===== config.mk =====
export PLATFORM = sky130hd
export DESIGN_NAME = uart_tx
export DESIGN_NICKNAME = d
export VERILOG_FILES = /design/src/rtl/uart_pkg.sv /design/src/rtl/uart_baud_tick.sv /design/src/rtl/uart_tx.sv
export SDC_FILE = /design/constraint.sdc
export NUM_CORES = 1
export LEC_CHECK = 0
export CORE_MARGIN = 1.5
export CORE_UTILIZATION = 51
export CTS_CLUSTER_SIZE = 16
export DETAILED_ROUTE_END_ITERATION = 16
export GPL_ROUTABILITY_DRIVEN = 0
export PLACE_DENSITY_LB_ADDON = 0.1
export SLEW_MARGIN = 25
export SYNTH_ARGS = -nofsm -noshare
export SYNTH_HDL_FRONTEND = slang
export SYNTH_SLANG_ARGS = --single-unit

===== constraint.sdc =====
create_clock -name clk -period 2 [get_ports clk]
set_input_delay 0.4 -clock clk [delete_from_list [all_inputs] [get_ports clk]]
set_output_delay 0.4 -clock clk [all_outputs]
set_load 0.01 [all_outputs]

===== src/rtl/uart_pkg.sv =====
// rtl/uart_pkg.sv - shared UART frame constants and state encoding
package uart_pkg;

    localparam int DATA_BITS = 8;

    typedef enum logic [1:0] {
        IDLE  = 2'd0,
        START = 2'd1,
        DATA  = 2'd2,
        STOP  = 2'd3
    } uart_state_e;

endpackage


===== src/rtl/uart_baud_tick.sv =====
// rtl/uart_baud_tick.sv - bit-period down-counter, tick on the last cycle of each bit
module uart_baud_tick #(
    parameter int CLKS_PER_BIT = 1
) (
    input  logic clk,
    input  logic rst,
    input  logic load_i,
    output logic tick_o
);

    localparam int CW = $clog2(CLKS_PER_BIT + 1);
    localparam logic [CW-1:0] RELOAD = CW'(CLKS_PER_BIT - 1);

    logic [CW-1:0] cnt_q;
    logic [CW-1:0] cnt_d;

    // Counter parks at zero, so with CLKS_PER_BIT=1 every cycle is a tick.
    always_comb begin
        cnt_d = cnt_q;
        if (load_i) begin
            cnt_d = RELOAD;
        end else if (cnt_q != '0) begin
            cnt_d = cnt_q - CW'(1);
        end
    end

    always_ff @(posedge clk or posedge rst) begin
        if (rst) begin
            cnt_q <= '0;
        end else begin
            cnt_q <= cnt_d;
        end
    end

    assign tick_o = (cnt_q == '0);

endmodule


===== src/rtl/uart_tx.sv =====
// rtl/uart_tx.sv - 8-bit UART transmitter with valid/ready byte input
module uart_tx
    import uart_pkg::*;
#(
    parameter int CLKS_PER_BIT = 1,
    parameter int STOP_BITS    = 1,
    parameter int MSB_FIRST    = 1
) (
    input  logic                 clk,
    input  logic                 rst,
    input  logic [DATA_BITS-1:0] tx_data,
    input  logic                 tx_valid,
    output logic                 tx_ready,
    output logic                 tx,
    output logic                 busy
);

    uart_state_e          state_q;
    logic [DATA_BITS-1:0] shift_q;
    logic [2:0]           bit_idx_q;
    logic                 stop_idx_q;
    logic                 tx_q;
    logic                 busy_q;
    logic                 tx_ready_q;

    logic                 accept;
    logic                 tick;
    logic                 load;
    logic                 bit_last;
    logic                 stop_last;
    logic                 next_bit;
    logic [DATA_BITS-1:0] shift_next;

    assign accept     = tx_valid && tx_ready_q;
    assign bit_last   = (bit_idx_q == 3'(DATA_BITS - 1));
    assign stop_last  = (stop_idx_q == 1'(STOP_BITS - 1));
    assign next_bit   = (MSB_FIRST != 0) ? shift_q[DATA_BITS-1] : shift_q[0];
    assign shift_next = (MSB_FIRST != 0) ? {shift_q[DATA_BITS-2:0], 1'b0}
                                         : {1'b0, shift_q[DATA_BITS-1:1]};

    // Reload at every bit boundary except the one that ends the frame, so the counter idles at zero.
    assign load = accept || (tick && (state_q != IDLE) && !((state_q == STOP) && stop_last));

    uart_baud_tick #(
        .CLKS_PER_BIT(CLKS_PER_BIT)
    ) u_baud_tick (
        .clk   (clk),
        .rst   (rst),
        .load_i(load),
        .tick_o(tick)
    );

    always_ff @(posedge clk or posedge rst) begin
        if (rst) begin
            state_q    <= IDLE;
            shift_q    <= '0;
            bit_idx_q  <= '0;
            stop_idx_q <= 1'b0;
            tx_q       <= 1'b1;
            busy_q     <= 1'b0;
            tx_ready_q <= 1'b0;
        end else begin
            case (state_q)
                IDLE: begin
                    tx_ready_q <= 1'b1;
                    if (accept) begin
                        state_q    <= START;
                        shift_q    <= tx_data;
                        tx_q       <= 1'b0;
                        busy_q     <= 1'b1;
                        tx_ready_q <= 1'b0;
                    end
                end
                START: begin
                    if (tick) begin
                        state_q   <= DATA;
                        tx_q      <= next_bit;
                        shift_q   <= shift_next;
                        bit_idx_q <= '0;
                    end
                end
                DATA: begin
                    if (tick) begin
                        if (bit_last) begin
                            state_q    <= STOP;
                            tx_q       <= 1'b1;
                            stop_idx_q <= 1'b0;
                        end else begin
                            tx_q      <= next_bit;
                            shift_q   <= shift_next;
                            bit_idx_q <= bit_idx_q + 3'd1;
                        end
                    end
                end
                STOP: begin
                    if (tick) begin
                        if (stop_last) begin
                            state_q    <= IDLE;
                            busy_q     <= 1'b0;
                            tx_ready_q <= 1'b1;
                        end else begin
                            stop_idx_q <= 1'b1;
                        end
                    end
                end
                default: begin
                    state_q <= IDLE;
                end
            endcase
        end
    end

    assign tx       = tx_q;
    assign busy     = busy_q;
    assign tx_ready = tx_ready_q;

endmodule


Word level (Yosys, flattened, before mapping)
Cells that the tools add are included.
W data, S select, Z words.
{"block": "totals", "wordCells": 78, "in_bits": 11, "reg_bits": 18, "output_inout_bits": 3}
{"block": "classes", "reduce_logical": 19, "n_mux": 36, "n_addsub": 2, "n_eq_ne": 11, "bitwise_logic": 2}
{"cell": "$mux W8", "n": 4}
{"cell": "$pmux W8 S3", "n": 1}
{"cell": "$mux W1", "n": 16}
{"cell": "$reduce_and A4 Y1", "n": 4}
{"cell": "$ne A2 B2 Y1 const B", "n": 7}
{"cell": "$mux W2", "n": 6}
{"cell": "$mux W3", "n": 3}
{"cell": "$pmux W2 S4", "n": 1}
{"cell": "$reduce_bool A2 Y1", "n": 4}
{"cell": "$pmux W1 S2", "n": 3}
{"cell": "$pmux W3 S2", "n": 1}
{"cell": "$reduce_and A6 Y1", "n": 1}
{"cell": "$reduce_and A5 Y1", "n": 1}
{"cell": "$eq A2 B2 Y1 const B", "n": 2}
{"cell": "$logic_and A1 B1 Y1", "n": 4}
{"cell": "$add A3 B1 Y3 const B", "n": 1}
{"cell": "$eq A3 B3 Y1 const B", "n": 1}
{"cell": "$pmux W1 S3", "n": 1}
{"cell": "$reduce_and A3 Y1", "n": 1}
{"cell": "$reduce_bool A3 Y1", "n": 1}
{"cell": "$eq A2 B1 Y1 const B", "n": 1}
{"cell": "$logic_not A2 Y1", "n": 1}
{"cell": "$not A1 Y1", "n": 2}
{"cell": "$logic_not A1 Y1", "n": 1}
{"cell": "2 further kinds", "n": 2}

Depth between registers and ports, before layout
Gate-level depths: netlist of run 1.
{"block": "logic_depth", "word_depth": 6, "ltp_mapped": 6, "depth_no_buf": 5}

Hierarchy
A second synthesis of run 1 with hierarchy kept.
{"block": "hier_totals", "cells_unflattened": 80, "area_unflattened_um2": 967.2}
{"module": "uart_tx", "seq_area_each_um2": 401.6, "area_per_inst_um2": 955.9, "instances": 1, "cells_per_inst": 78}
{"module": "uart_baud_tick", "seq_area_each_um2": 0.0, "area_per_inst_um2": 11.3, "instances": 1, "cells_per_inst": 2}

Worst setup path before layout of run 1
OpenSTA, ideal clock, no wires.
{"block": "synth_timing", "kind": "register to register", "start": "register state_q[0]", "end": "register shift_q[2]", "stages_incl_launch_ff": 6, "arrival_ns": 1.481, "n_path_buf": 1, "t_required_ns": 1.875, "setup_slack_ns": 0.394, "setup_ns": 0.125, "synth_period_minus_slack_ns": 1.606, "cell_sequence": "dfrtp_1 -> inv_1 -> ha_1 -> buf_6 -> mux2_2 -> mux2_4"}
{"block": "synth_via", "elab_chain_cells": 3, "word_cells_on_any_way": 10, "cone_classes": "eq/ne (6); mux (1); reduce/logical (3)"}
{"item": "start: declaration", "line_no": "uart_tx.sv:18", "text": "uart_state_e state_q;"}
{"item": "start signal: assignment", "line_no": "uart_tx.sv:55", "text": "state_q <= IDLE;"}
{"item": "start signal: assignment", "line_no": "uart_tx.sv:67", "text": "state_q <= START;"}
{"item": "start signal: assignment", "line_no": "uart_tx.sv:76", "text": "state_q <= DATA;"}
{"item": "$eq A2 B2 Y1, or another cell as far along", "line_no": "uart_tx.sv:63", "text": "case (state_q)"}
{"item": "$ne A2 B2 Y1 (no source line) / $reduce_bool A3 Y1 (equally long branches)"}
{"item": "$reduce_and A5 Y1 (no source line)"}
{"item": "end signal: assignment", "line_no": "uart_tx.sv:68", "text": "shift_q <= tx_data;"}
{"item": "end signal: assignment", "line_no": "uart_tx.sv:78", "text": "shift_q <= shift_next;"}
{"item": "end signal: assignment", "line_no": "uart_tx.sv:90", "text": "shift_q <= shift_next;"}
{"item": "end: declaration", "line_no": "uart_tx.sv:19", "text": "logic [DATA_BITS-1:0] shift_q;"}
Several ways; a longest one is shown, not always the timed one.
A chain may end at the register's enable or synchronous reset.

Worst setup path after layout of run 1
{"block": "layout_timing", "start": "register state_q[0]", "end": "register shift_q[1]"}
Same word-level chain as after synthesis.

==> results of run 1 <==
==> per-stage QoR <==
step / worst slack (ps) / total power, mW / hold slack [ps] / std cells / utilization [%]
3_3_place_gp: 59.14 / 1.618 / 488.3 / 93 / 65.17
3_5_place_dp: 45.77 / 1.643 / 490.4 / 93 / 65.17
5_1_grt: 83.48 / 1.989 / 533.0 / 97 / 67.50
2_1_floorplan: 394.3 / 1.504 / 313.0 / 66 / -
6_report: 157.0 / 1.845 / 466.3 / 97 / 67.50
4_1_cts: 160.9 / 1.862 / 481.5 / 97 / 67.50
==> registers in the layout, indices dropped and copies added, names as in the netlist <==
register   cells
state_q        2
tx             1
bit_idx_q      3
tx_ready       1
shift_q        8
busy           1
==> per-layer routing <==
layer	part of all wire, %	wire [um]
met1	43	572
met2	49	649
met3	3.7	49
met4	3.3	44
met5	0	0
==> logic make-up (layout without fill, tap and decap cells) <==
logic type / Yosys count / count (layout) / synth area share (%)
buffers and inverters: 7 / 22 / 4.648
adder cells (fa/ha/maj): 7 / 7 / 9.859
flip-flops: 16 / 16 / 45.21
multiplexers: 19 / 19 / 27.32
AO/OA/AOI/OAI: 10 / 10 / 9.014
AND/OR/NAND/NOR: 7 / 7 / 3.943
==> worst max path at each step <==
stage	end	slack [ps]	cells past startpoint
after floorplan	shift_q[2]$_DFFE_PP0P_	390	5
after global placement	shift_q[1]$_DFFE_PP0P_	60	4
after detailed placement	shift_q[4]$_DFFE_PP0P_	50	4
after CTS	shift_q[1]$_DFFE_PP0P_	160	5
after global routing	shift_q[7]$_DFFE_PP0P_	80	5
final	shift_q[1]$_DFFE_PP0P_	160	5
==> layout by cell type (no fill, tap or decap), types with 2 or more instances in the layout <==
master / n
dfrtp_1: 15
clkdlybuf4s50_1: 13
mux2_2: 10
mux2_4: 8
ha_1: 7
inv_1: 5
clkbuf_4: 3
and2b_1: 2
nand2_1: 2
o21ai_0: 2
a22o_1: 2
nor2_1: 2
==> report_power, final <==
group	internal (mW)	switching [mW]
registers	0.490	0.0953
clock network	0.111	0.102
logic	0.642	0.404
total	1.24	0.601
==> critical path, stage by stage (launching register included) <==
cell      delay (ps)
dfrtp_1          430
inv_1            120
ha_1             180
a21boi_2         230
a211o_1          420
mux2_4           340
==> area by class of cell <==
type,count,area [um2],share of cell area [%]
clock buffers,4,36.28,3.448
inverters,5,18.77,1.784
multi-input cells,43,445.4,42.33
flip-flops and latches,16,401.6,38.17
well taps,16,20.02,1.902
repair buffers,13,130.1,12.37
==> metrics.txt, run 1 <==
status finished clean; worst-path maximum fanout 8; Commonest cells post-synth dfrtp_1, mux2_2, mux2_4, ha_1, inv_1; total clock sinks 16; placed instance area 1016 um2; WP data arrival 2020 ps; Worst-Margin Slew 577.8 ps; Synth Register Bits 16; chip width 44.74 um; clock tree buffer depth 2; Final Hold Fails 0; Cell Area, Synth 888.4 um2; IO Pins 14; EDFF count, synth 0; Avg Cell Area, Syn 13.46 um2; cell taking the most area after synthesis dfrtp_1; grt ovf 0; maxcap violations 0; routed wire length 1.315 mm; post-CTS setup buffer count 0; GR Util met3 4.000%; Hold WC Path Type input port to asynchronous set/reset pin; Critical R2R Capture shift_q[1]$_DFFE_PP0P_; post-CTS resize count 0; Yosys top cell area share 42.25%; Setup crit end kind flop; crit share post-route 92.15%; pwr/cell area 1753 nW/um2; Routed wire per std cell 13.56 um; via count 553; Max Freq 0.5426 GHz; register-to-register setup slack 160 ps; GRT Util Overall 16.37%; largest net degree at the start of global routing 17; TritonCTS clock tree built; worst skew pair latency 290 ps; hold_buf cts 0; first-pass GRT wire length 2.290 mm; count leader, synth dfrtp_1; busiest grt layer met2; worst rel slew slack 61.44%; register area share after synthesis 45.21%; count of input and output buffers 13; antenna cells 0; total CTS buffers 3; Yosys Warn Count 0; Top FF cell, synth dfrtp_1; drt pass-1 iters 4; Starting Density 56.98%; final setup fails 0; CP startpoint state_q[0]$_DFFE_PP0P_; Worst Path Required 2180 ps; DRT iter0 DRCs 8; area of the core 1559 um2; Antenna Nets Post-Route 0; startpoint types flop; Synth Instances 66; fillers 107; Die Area 2001 um2; max-slew violations 0; Post-synth ARST share 100.0%; DR DRC count 0; initial antenna violation count 0; setup TNS 0 ps; layout cells sized above 1 30.86%; met1 Use GR 18.72%; Final Critical Period 1843 ps; Leak Pwr 0.5054 nW; vias in the first global route 552; final instance area 1052 um2; DR vias/cell 5.701; unrepaired setup endpoints after global routing false; post-synth cell types 20; synth-to-layout area growth 18.45%; grt met2 use 25.51%; htree depth 1; synthesized net count 84; Nets 100; root buf cell clkbuf_4; clock transition at the registers of the reported paths 90 ps; worst clock skew 2.046 ps; largest cells by area after synthesis dfrtp_1, mux2_4, mux2_2, ha_1, dfstp_2; Crit Path Class flop to flop; Reg2Reg Depth 5; Site Rows 14; Max VDD drop 0.0009173 V; DP HPWL 958.8 um; FF-to-FF Start state_q[0]$_DFFE_PP0P_; Die Y 44.74 um
(Power assumes the default switching activity.)
==> run 2, diff against run 1 <==
--- a/config.mk
+++ b/config.mk
@@ -10,7 +10,7 @@
 export CTS_CLUSTER_SIZE = 16
 export DETAILED_ROUTE_END_ITERATION = 16
 export GPL_ROUTABILITY_DRIVEN = 0
-export PLACE_DENSITY_LB_ADDON = 0.1
+export PLACE_DENSITY_LB_ADDON = 0.3
 export SLEW_MARGIN = 25
 export SYNTH_ARGS = -nofsm -noshare
 export SYNTH_HDL_FRONTEND = slang
==> run 2 against run 1 <==
Core utilization unchanged. Clock skew up 1.4 ps. Critical path type unchanged. Worst setup slack improved by 12 ps. Clock-buffer cell count unchanged. Non-clock buffer count unchanged. Sequential share of layout area stayed put. Global-route usage is 0.67 points lower.
==> metrics.txt, run 2 (synthesis gave the netlist of run 1 again) <==
worst skew pair latency 280 ps (about the same); most frequent cells in the layout dfrtp_1, clkdlybuf4s50_1, mux2_2, mux2_4, ha_1; Critical R2R Capture shift_q[6]$_DFFE_PP0P_; status finished clean; clock network fraction of total power 11.4% (-0.2 points); max FFs per register 8 (unchanged); Multi-input gate area 445.4 um2 (unchanged); Antenna Nets Post-Route 0 (unchanged); register-to-register setup slack 170 ps (about the same); worst-path cell chain inv_1 -> ha_1 -> mux2_2 -> mux2_4; Total Power 1.834 mW (-0.57%); DR DRC count 0 (unchanged); startpoint types flop; Max VDD drop 0.0009153 V (-0.22%); Routed wire per std cell 12.93 um (-4.6%); clock tree buffer depth 2 (unchanged); clock transition at the registers of the reported paths 90 ps (about the same); Flop pwr share 32.1% (+0.4 points); setup TNS 0 ps (unchanged); hold_buf cts 0 (unchanged); CP max-delay cell ha_1; Leak Pwr 0.5054 nW (unchanged); NetSw 0.5924 mW (-1.5%); chip width 44.74 um (unchanged); Top reg by flops shift_q; Die Y 44.74 um (unchanged); Core Util, Final 67.50% (unchanged); CP startpoint state_q[0]$_DFFE_PP0P_; unrepaired setup endpoints after global routing false; IO Pins 14 (unchanged); Crit Path Class flop to flop; DR vias/cell 5.464 (-4.2%); post-CTS resize count 0 (unchanged); total clock sinks 16 (unchanged); GRT Util Overall 15.70% (-0.67 points); placed cell count 93 (unchanged); Die Area 2001 um2 (unchanged); CP max stage delay 550 ps (+120 ps); via count 530 (-4.2%); htree depth 1 (unchanged); Setup crit end kind flop; Reg2Reg Depth 4 (-1); area of the core 1559 um2 (unchanged); antenna cells 0 (unchanged); crit share post-route 91.53% (-0.61 points); Worst-Margin Slew 571.0 ps (-6.802 ps); routed wire length 1.254 mm (-4.6%); WP data arrival 2000 ps (-20 ps); buffers and inverters on the worst path 1 (unchanged); DP HPWL 974.5 um (+1.6%); WHS 462.2 ps (-4.109 ps); first-pass GRT wire length 2.214 mm (-3.3%); worst-path maximum fanout 12 (+4); layout cells sized above 1 30.86% (unchanged); initial antenna violation count 0 (unchanged); Switching Share 32.29% (-0.31 points); vias in the first global route 524 (-5.1%); synth-to-layout area growth 18.45% (unchanged); drt pass-1 iters 3 (-1); count of input and output buffers 13 (unchanged); TritonCTS clock tree built; Site Rows 14 (unchanged); root buf cell clkbuf_4; worst rel slew slack 61.89% (+0.45 points); FF-to-FF Start state_q[0]$_DFFE_PP0P_; Final Critical Period 1831 ps (-12.28 ps); grt ovf 0 (unchanged); fillers 116 (+8.4%); register area 401.6 um2 (unchanged); Final Hold Fails 0 (unchanged); Worst Path Required 2170 ps (about the same); Starting Density 56.98% (unchanged); Hold WC Path Type input port to asynchronous set/reset pin; max-slew violations 0 (unchanged); CP top delay family multiplexers; pwr/cell area 1743 nW/um2 (-0.57%); logic gate share of total power 56.6% (about the same); biggest regs shift_q (8), bit_idx_q (3), state_q (2); most common cell after layout, fill and taps aside dfrtp_1; worst clock skew 3.409 ps (+1.363 ps); Max Freq 0.5462 GHz (+0.67%); Non-Filler Instances 97 (unchanged); Nets 100 (unchanged); maxcap violations 0 (unchanged); DRT iter0 DRCs 3 (-5); final setup fails 0 (unchanged); critical path depth 4 (-1); largest net degree at the start of global routing 17 (unchanged); total CTS buffers 3 (unchanged); P_int 1.242 mW (-0.11%); post-CTS setup buffer count 0 (unchanged)
==> run 2: cell counts in the layout (fill, tap and decap cells not counted) <==
No cell type changed its count.
==> run 2: power by group through the flow <==
stage	logic (mW)	registers, mW	clock network [mW]
2_1_floorplan	0.926	0.578	0
3_3_place_gp	1.03	0.591	0
3_5_place_dp	1.05	0.594	0
4_1_cts	1.05	0.591	0.215
5_1_grt	1.14	0.608	0.231
6_report	1.04	0.588	0.209
==> run 2: stage by stage <==
stage / instance area (um2) / setup WS, ps
floorplan: 888.4 / 394.3
global placement: 1016 / 66.62
detailed placement: 1016 / 58.58
CTS: 1052 / 158.0
global route: 1052 / 48.71
finish: 1052 / 169.3
==> run 2: area by class of cell <==
type / count / share of cell area, %
multi-input cells: 43 / 42.33
flip-flops and latches: 16 / 38.17
repair buffers: 13 / 12.37
clock buffers: 4 / 3.448
well taps: 16 / 1.902
inverters: 5 / 1.784
==> run 2: worst max-delay path by stage <==
| stage | slack [ps] | endpoint |
|---|---|---|
| after CTS | 160 | shift_q[6]$_DFFE_PP0P_ |
| final | 170 | shift_q[6]$_DFFE_PP0P_ |
| after detailed placement | 60 | shift_q[5]$_DFFE_PP0P_ |
| after global routing | 50 | shift_q[5]$_DFFE_PP0P_ |
| after floorplan | 390 | shift_q[2]$_DFFE_PP0P_ |
| after global placement | 70 | shift_q[4]$_DFFE_PP0P_ |
==> run 2: per-layer routing <==
layer / vias to the layer above / GRT usage [%] / routed length (um)
met1: 252 / 20.10 / 623
met2: 13 / 24.35 / 576
li1: 265 / - / -
met4: 0 / 5.455 / 0
met5: - / 0 / 0
met3: 0 / 6.000 / 54
==> patch 1 (settings of run 2) <==
The parameter `MSB_FIRST` goes from 1 to 0.
--- a/src/rtl/uart_tx.sv
+++ b/src/rtl/uart_tx.sv
@@ -4,7 +4,7 @@
 #(
     parameter int CLKS_PER_BIT = 1,
     parameter int STOP_BITS    = 1,
-    parameter int MSB_FIRST    = 1
+    parameter int MSB_FIRST    = 0
 ) (
     input  logic                 clk,
     input  logic                 rst,
Check against the original RTL: not equivalent (a bounded check fails within 4 cycles, from zero or initial values and one cycle with rst high).
==> patch 1 against run 2 <==
The flow now finishes with violations (design-rule violations); global-route usage rose by 0.44 points; count of clock-buffer cells in the layout did not move; worst setup slack got worse by 0.028 ns; sequential cell count is the same; worst hold slack improved by 0.0049 ns; non-clock buffer count did not move; synthesized cell count unchanged; critical path type unchanged; core utilization down 0.080 points; cell area shrank 0.12%; total power about the same; critical path depth stayed put; wire length grew 3.7%; area after synthesis fell by 0.85%.
==> patch 1: results (changes against run 2) <==
status finished, violations left; failing checks design-rule violations; r2r worst-path depth 4 (unchanged); hpwl dp 981 µm (+0.66%); Syn. warnings 0 (unchanged); Largest register FFs 8 (unchanged); CTS root buffer clkbuf_4; Crit Path Max Fanout 12 (unchanged); Lkg Pwr 0.502 nW (-0.61%); pin count of the biggest net entering global routing 17 (unchanged); share of cells above drive strength 1 0.309 (unchanged); H-tree depth 1 (unchanged); Clk pin slew, worst setup/hold paths 0.09 ns (about the same); unique cell type count in the Yosys netlist 22 (+10%); ys async rst share 1.00 (unchanged); sw frac 0.327 (+0.00398); clk_skew 0.00338 ns (-0.0000246 ns); PostCTS Resize Cnt 0 (unchanged); CTS max path bufs 2 (unchanged); syn_nets 84 (unchanged); slowest stage delay, CP 0.57 ns (+0.02 ns); min-delay worst type input port to asynchronous set/reset pin; first-pass GRT wire length 2320 µm (+4.7%); sequential-to-total area share from yosys stat 0.456 (+0.00385); Num CTS Buffers 3 (unchanged); ranking of synthesized cells by area dfrtp_1 43%, mux2_4 14%, mux2_2 13%; vias in the first global route 520 (-0.76%); kind of critical path flop to flop; 1st-pass router iterations 10 (+7); antenna diode count 0 (unchanged); port bufs 13 (unchanged); Commonest cells post-synth 15 x dfrtp_1, 10 x mux2_2, 8 x mux2_4; CP arrival 2.03 ns (+0.03 ns); DRC viols 2 (+2); Layout Nets 100 (unchanged); post-CTS setup buffers 0 (unchanged); Skew-Pair Late Insertion Delay 0.28 ns (about the same); Initial DRC Count 12 (+9); initial antenna violation count 0 (unchanged); relative slew slack 0.615 (-0.00417); top flop regs shift_q (8), bit_idx_q (3), state_q (2); GRT Util Overall 0.161 (+0.00438); reg2reg start state_q[0]; Critical-path top delay cell ha_1; Top delay family on crit path multiplexers; worst vdd ir 0.873 mV (-4.6%); DRT Wirelength 1300 µm (+3.7%); vias per std cell 5.32 (-2.6%)
==> patch 1: path summary, 6_finish.rpt <==
check	slack, ns	endpoint
worst max-delay path	0.14	shift_q[6]
worst min-delay path	0.47	state_q[0]
worst max register to register	0.14	shift_q[6]
worst min register to register	0.51	shift_q[0]
max in group asynchronous	1.15	shift_q[6]
min in group clk	0.51	shift_q[0]
==> patch 1: final cells by class <==
cell class / instances / area (µm²)
sequential: 16 / 402
fill: 108 / 508
clock buffer: 4 / 36.3
inverter: 5 / 18.8
tap: 16 / 20.0
timing repair buffer: 13 / 130
multi-input combinational: 43 / 444
==> patch 1: worst reg2reg max path, cell delays in order (launching register included) <==
cell,delay (ns)
dfrtp_1,0.42
inv_1,0.10
ha_1,0.57
mux2_2,0.40
mux2_4,0.26
==> patch 1: power groups by stage <==
| stage | combinational, mW | sequential (mW) | clock (mW) |
|---|---|---|---|
| after floorplan | 0.890 | 0.578 | 0 |
| after global routing | 1.15 | 0.606 | 0.228 |
| final | 1.04 | 0.587 | 0.206 |
| after CTS | 1.06 | 0.587 | 0.214 |
| after detailed placement | 1.05 | 0.591 | 0 |
| after global placement | 1.03 | 0.588 | 0 |
==> patch 1: kinds of logic (layout without fill, tap and decap cells) <==
logic type,after synthesis,after routing,share of synthesized area
muxes,19,19,0.276
DFF,16,16,0.456
AOI/OAI and AO/OA,10,10,0.0909
adders and majority gates,7,7,0.0994
and+or+nand+nor,7,7,0.0384
buffers and inverters,7,22,0.0398
==> patch 1: per-stage QoR <==
| step | instance area (µm²) | std cells | worst slack [ns] | power [mW] |
|---|---|---|---|---|
| 2_1_floorplan | 881 | 66 | 0.338 | 1.47 |
| 3_3_place_gp | 1010 | 93 | 0.0670 | 1.62 |
| 3_5_place_dp | 1010 | 93 | 0.0500 | 1.65 |
| 4_1_cts | 1050 | 97 | 0.133 | 1.86 |
| 5_1_grt | 1050 | 97 | 0.0207 | 1.99 |
| 6_report | 1050 | 97 | 0.141 | 1.84 |
==> patch 1: metal layers <==
layer | part of all wire | up-vias | GRT usage
met2 | 0.46 | 8 | 0.238
met1 | 0.52 | 246 | 0.233
met5 | 0 | - | 0
met4 | 0 | 0 | 0.0727
met3 | 0.025 | 0 | 0.0245
li1 | - | 262 | -
==> patch 2 (flow settings as in run 2) <==
Without the edit above. Encoding of `uart_state_e`: now one-hot (4 bits for 4 states).
--- a/src/rtl/uart_pkg.sv
+++ b/src/rtl/uart_pkg.sv
@@ -3,11 +3,11 @@
 
     localparam int DATA_BITS = 8;
 
-    typedef enum logic [1:0] {
-        IDLE  = 2'd0,
-        START = 2'd1,
-        DATA  = 2'd2,
-        STOP  = 2'd3
+    typedef enum logic [3:0] {
+        IDLE  = 4'b0001,
+        START = 4'b0010,
+        DATA  = 4'b0100,
+        STOP  = 4'b1000
     } uart_state_e;
 
 endpackage
Behaviour: same outputs for any inputs over 10 cycles, from zero or initial values and one cycle with rst high; not proved beyond that.
==> patch 2 against run 2 <==
Cell area up 13%; maximum frequency up 2.9%; wire length up 31%; area after synthesis up 14%; worst setup slack better by 0.051 ns; core utilization down 1.7 points; non-clock buffer count up 2; sequential cell count up 2; total power down 17%; critical path depth unchanged; die area up 13%; critical endpoint unchanged; highest routed layer is now met4.
==> patch 2: results (changes against run 2) <==
DRT Wirelength 1640 µm (+31%); worst vdd ir 0.690 mV (-25%); CP arrival 1.97 ns (-0.03 ns); met3 WL 79 µm (+46%); hpwl dp 1220 µm (+25%); met1 Use GR 0.224 (+0.0230); share of cells above drive strength 1 0.312 (+0.00319); met2 Use GR 0.278 (+0.0349); DP Cell Count 114 (+23%); Commonest cells post-synth 16 x dfrtp_1, 13 x mux2_4, 5 x a22o_1, 5 x nand2_1, 5 x nor2_1; sequential-to-total area share from yosys stat 0.448 (-0.00409); fin crit share 0.890 (-0.0256); Lkg Pwr 0.567 nW (+12%); Routed WL per cell 13.9 µm (+7.4%); clk_skew 0.00619 ns (+0.00278 ns); first-pass GRT wire length 2660 µm (+20%); status complete, no violations; Crit Path Max Fanout 8 (-4); Post-DP Area 1150 µm² (+13%); 1st-pass router iterations 4 (+1); ranking of synthesized cells by area dfrtp_1 40%, mux2_4 19%, dfstp_2 5.2%; unique cell type count in the Yosys netlist 27 (+35%); Initial DRC Count 4 (+1); Seq power 621 µW (+5.6%); metal2 WL 793 µm (+38%); Critical-path top delay cell dfstp_2; relative slew slack 0.741 (+0.122); cell count after synthesis 78 (+18%); DR top layer met4; syn_nets 91 (+8.3%); fill count 147 (+27%)
## patch 2: changes by cell type in the layout (fill, tap and decap cells not counted), sizes merged, moves of 3 or more
cell	before	now
a22o	2	5
nand2	2	5
nor2	2	6
ha	7	2
mux2	18	14
## patch 2: worst min-delay path: cells and delay by family
kind,cells,cell delay [ns]
buffers and inverters,3,0.68
## patch 2: logic make-up after synthesis
group | after synthesis | synth area share
AND/OR/NAND/NOR | 19 | 0.123
flip-flops | 18 | 0.448
multiplexers | 16 | 0.224
AO/OA/AOI/OAI | 14 | 0.111
buffers and inverters | 8 | 0.0532
adder cells (fa/ha/maj) | 2 | 0.0247
XOR/XNOR | 1 | 0.0161
## patch 2: cell type report
| type | instances | area share |
|---|---|---|
| repair buffers | 15 | 0.122 |
| inverters | 4 | 0.0127 |
| well taps | 25 | 0.0264 |
| multi-input cells | 52 | 0.426 |
| clock buffers | 4 | 0.0306 |
| flip-flops and latches | 18 | 0.382 |
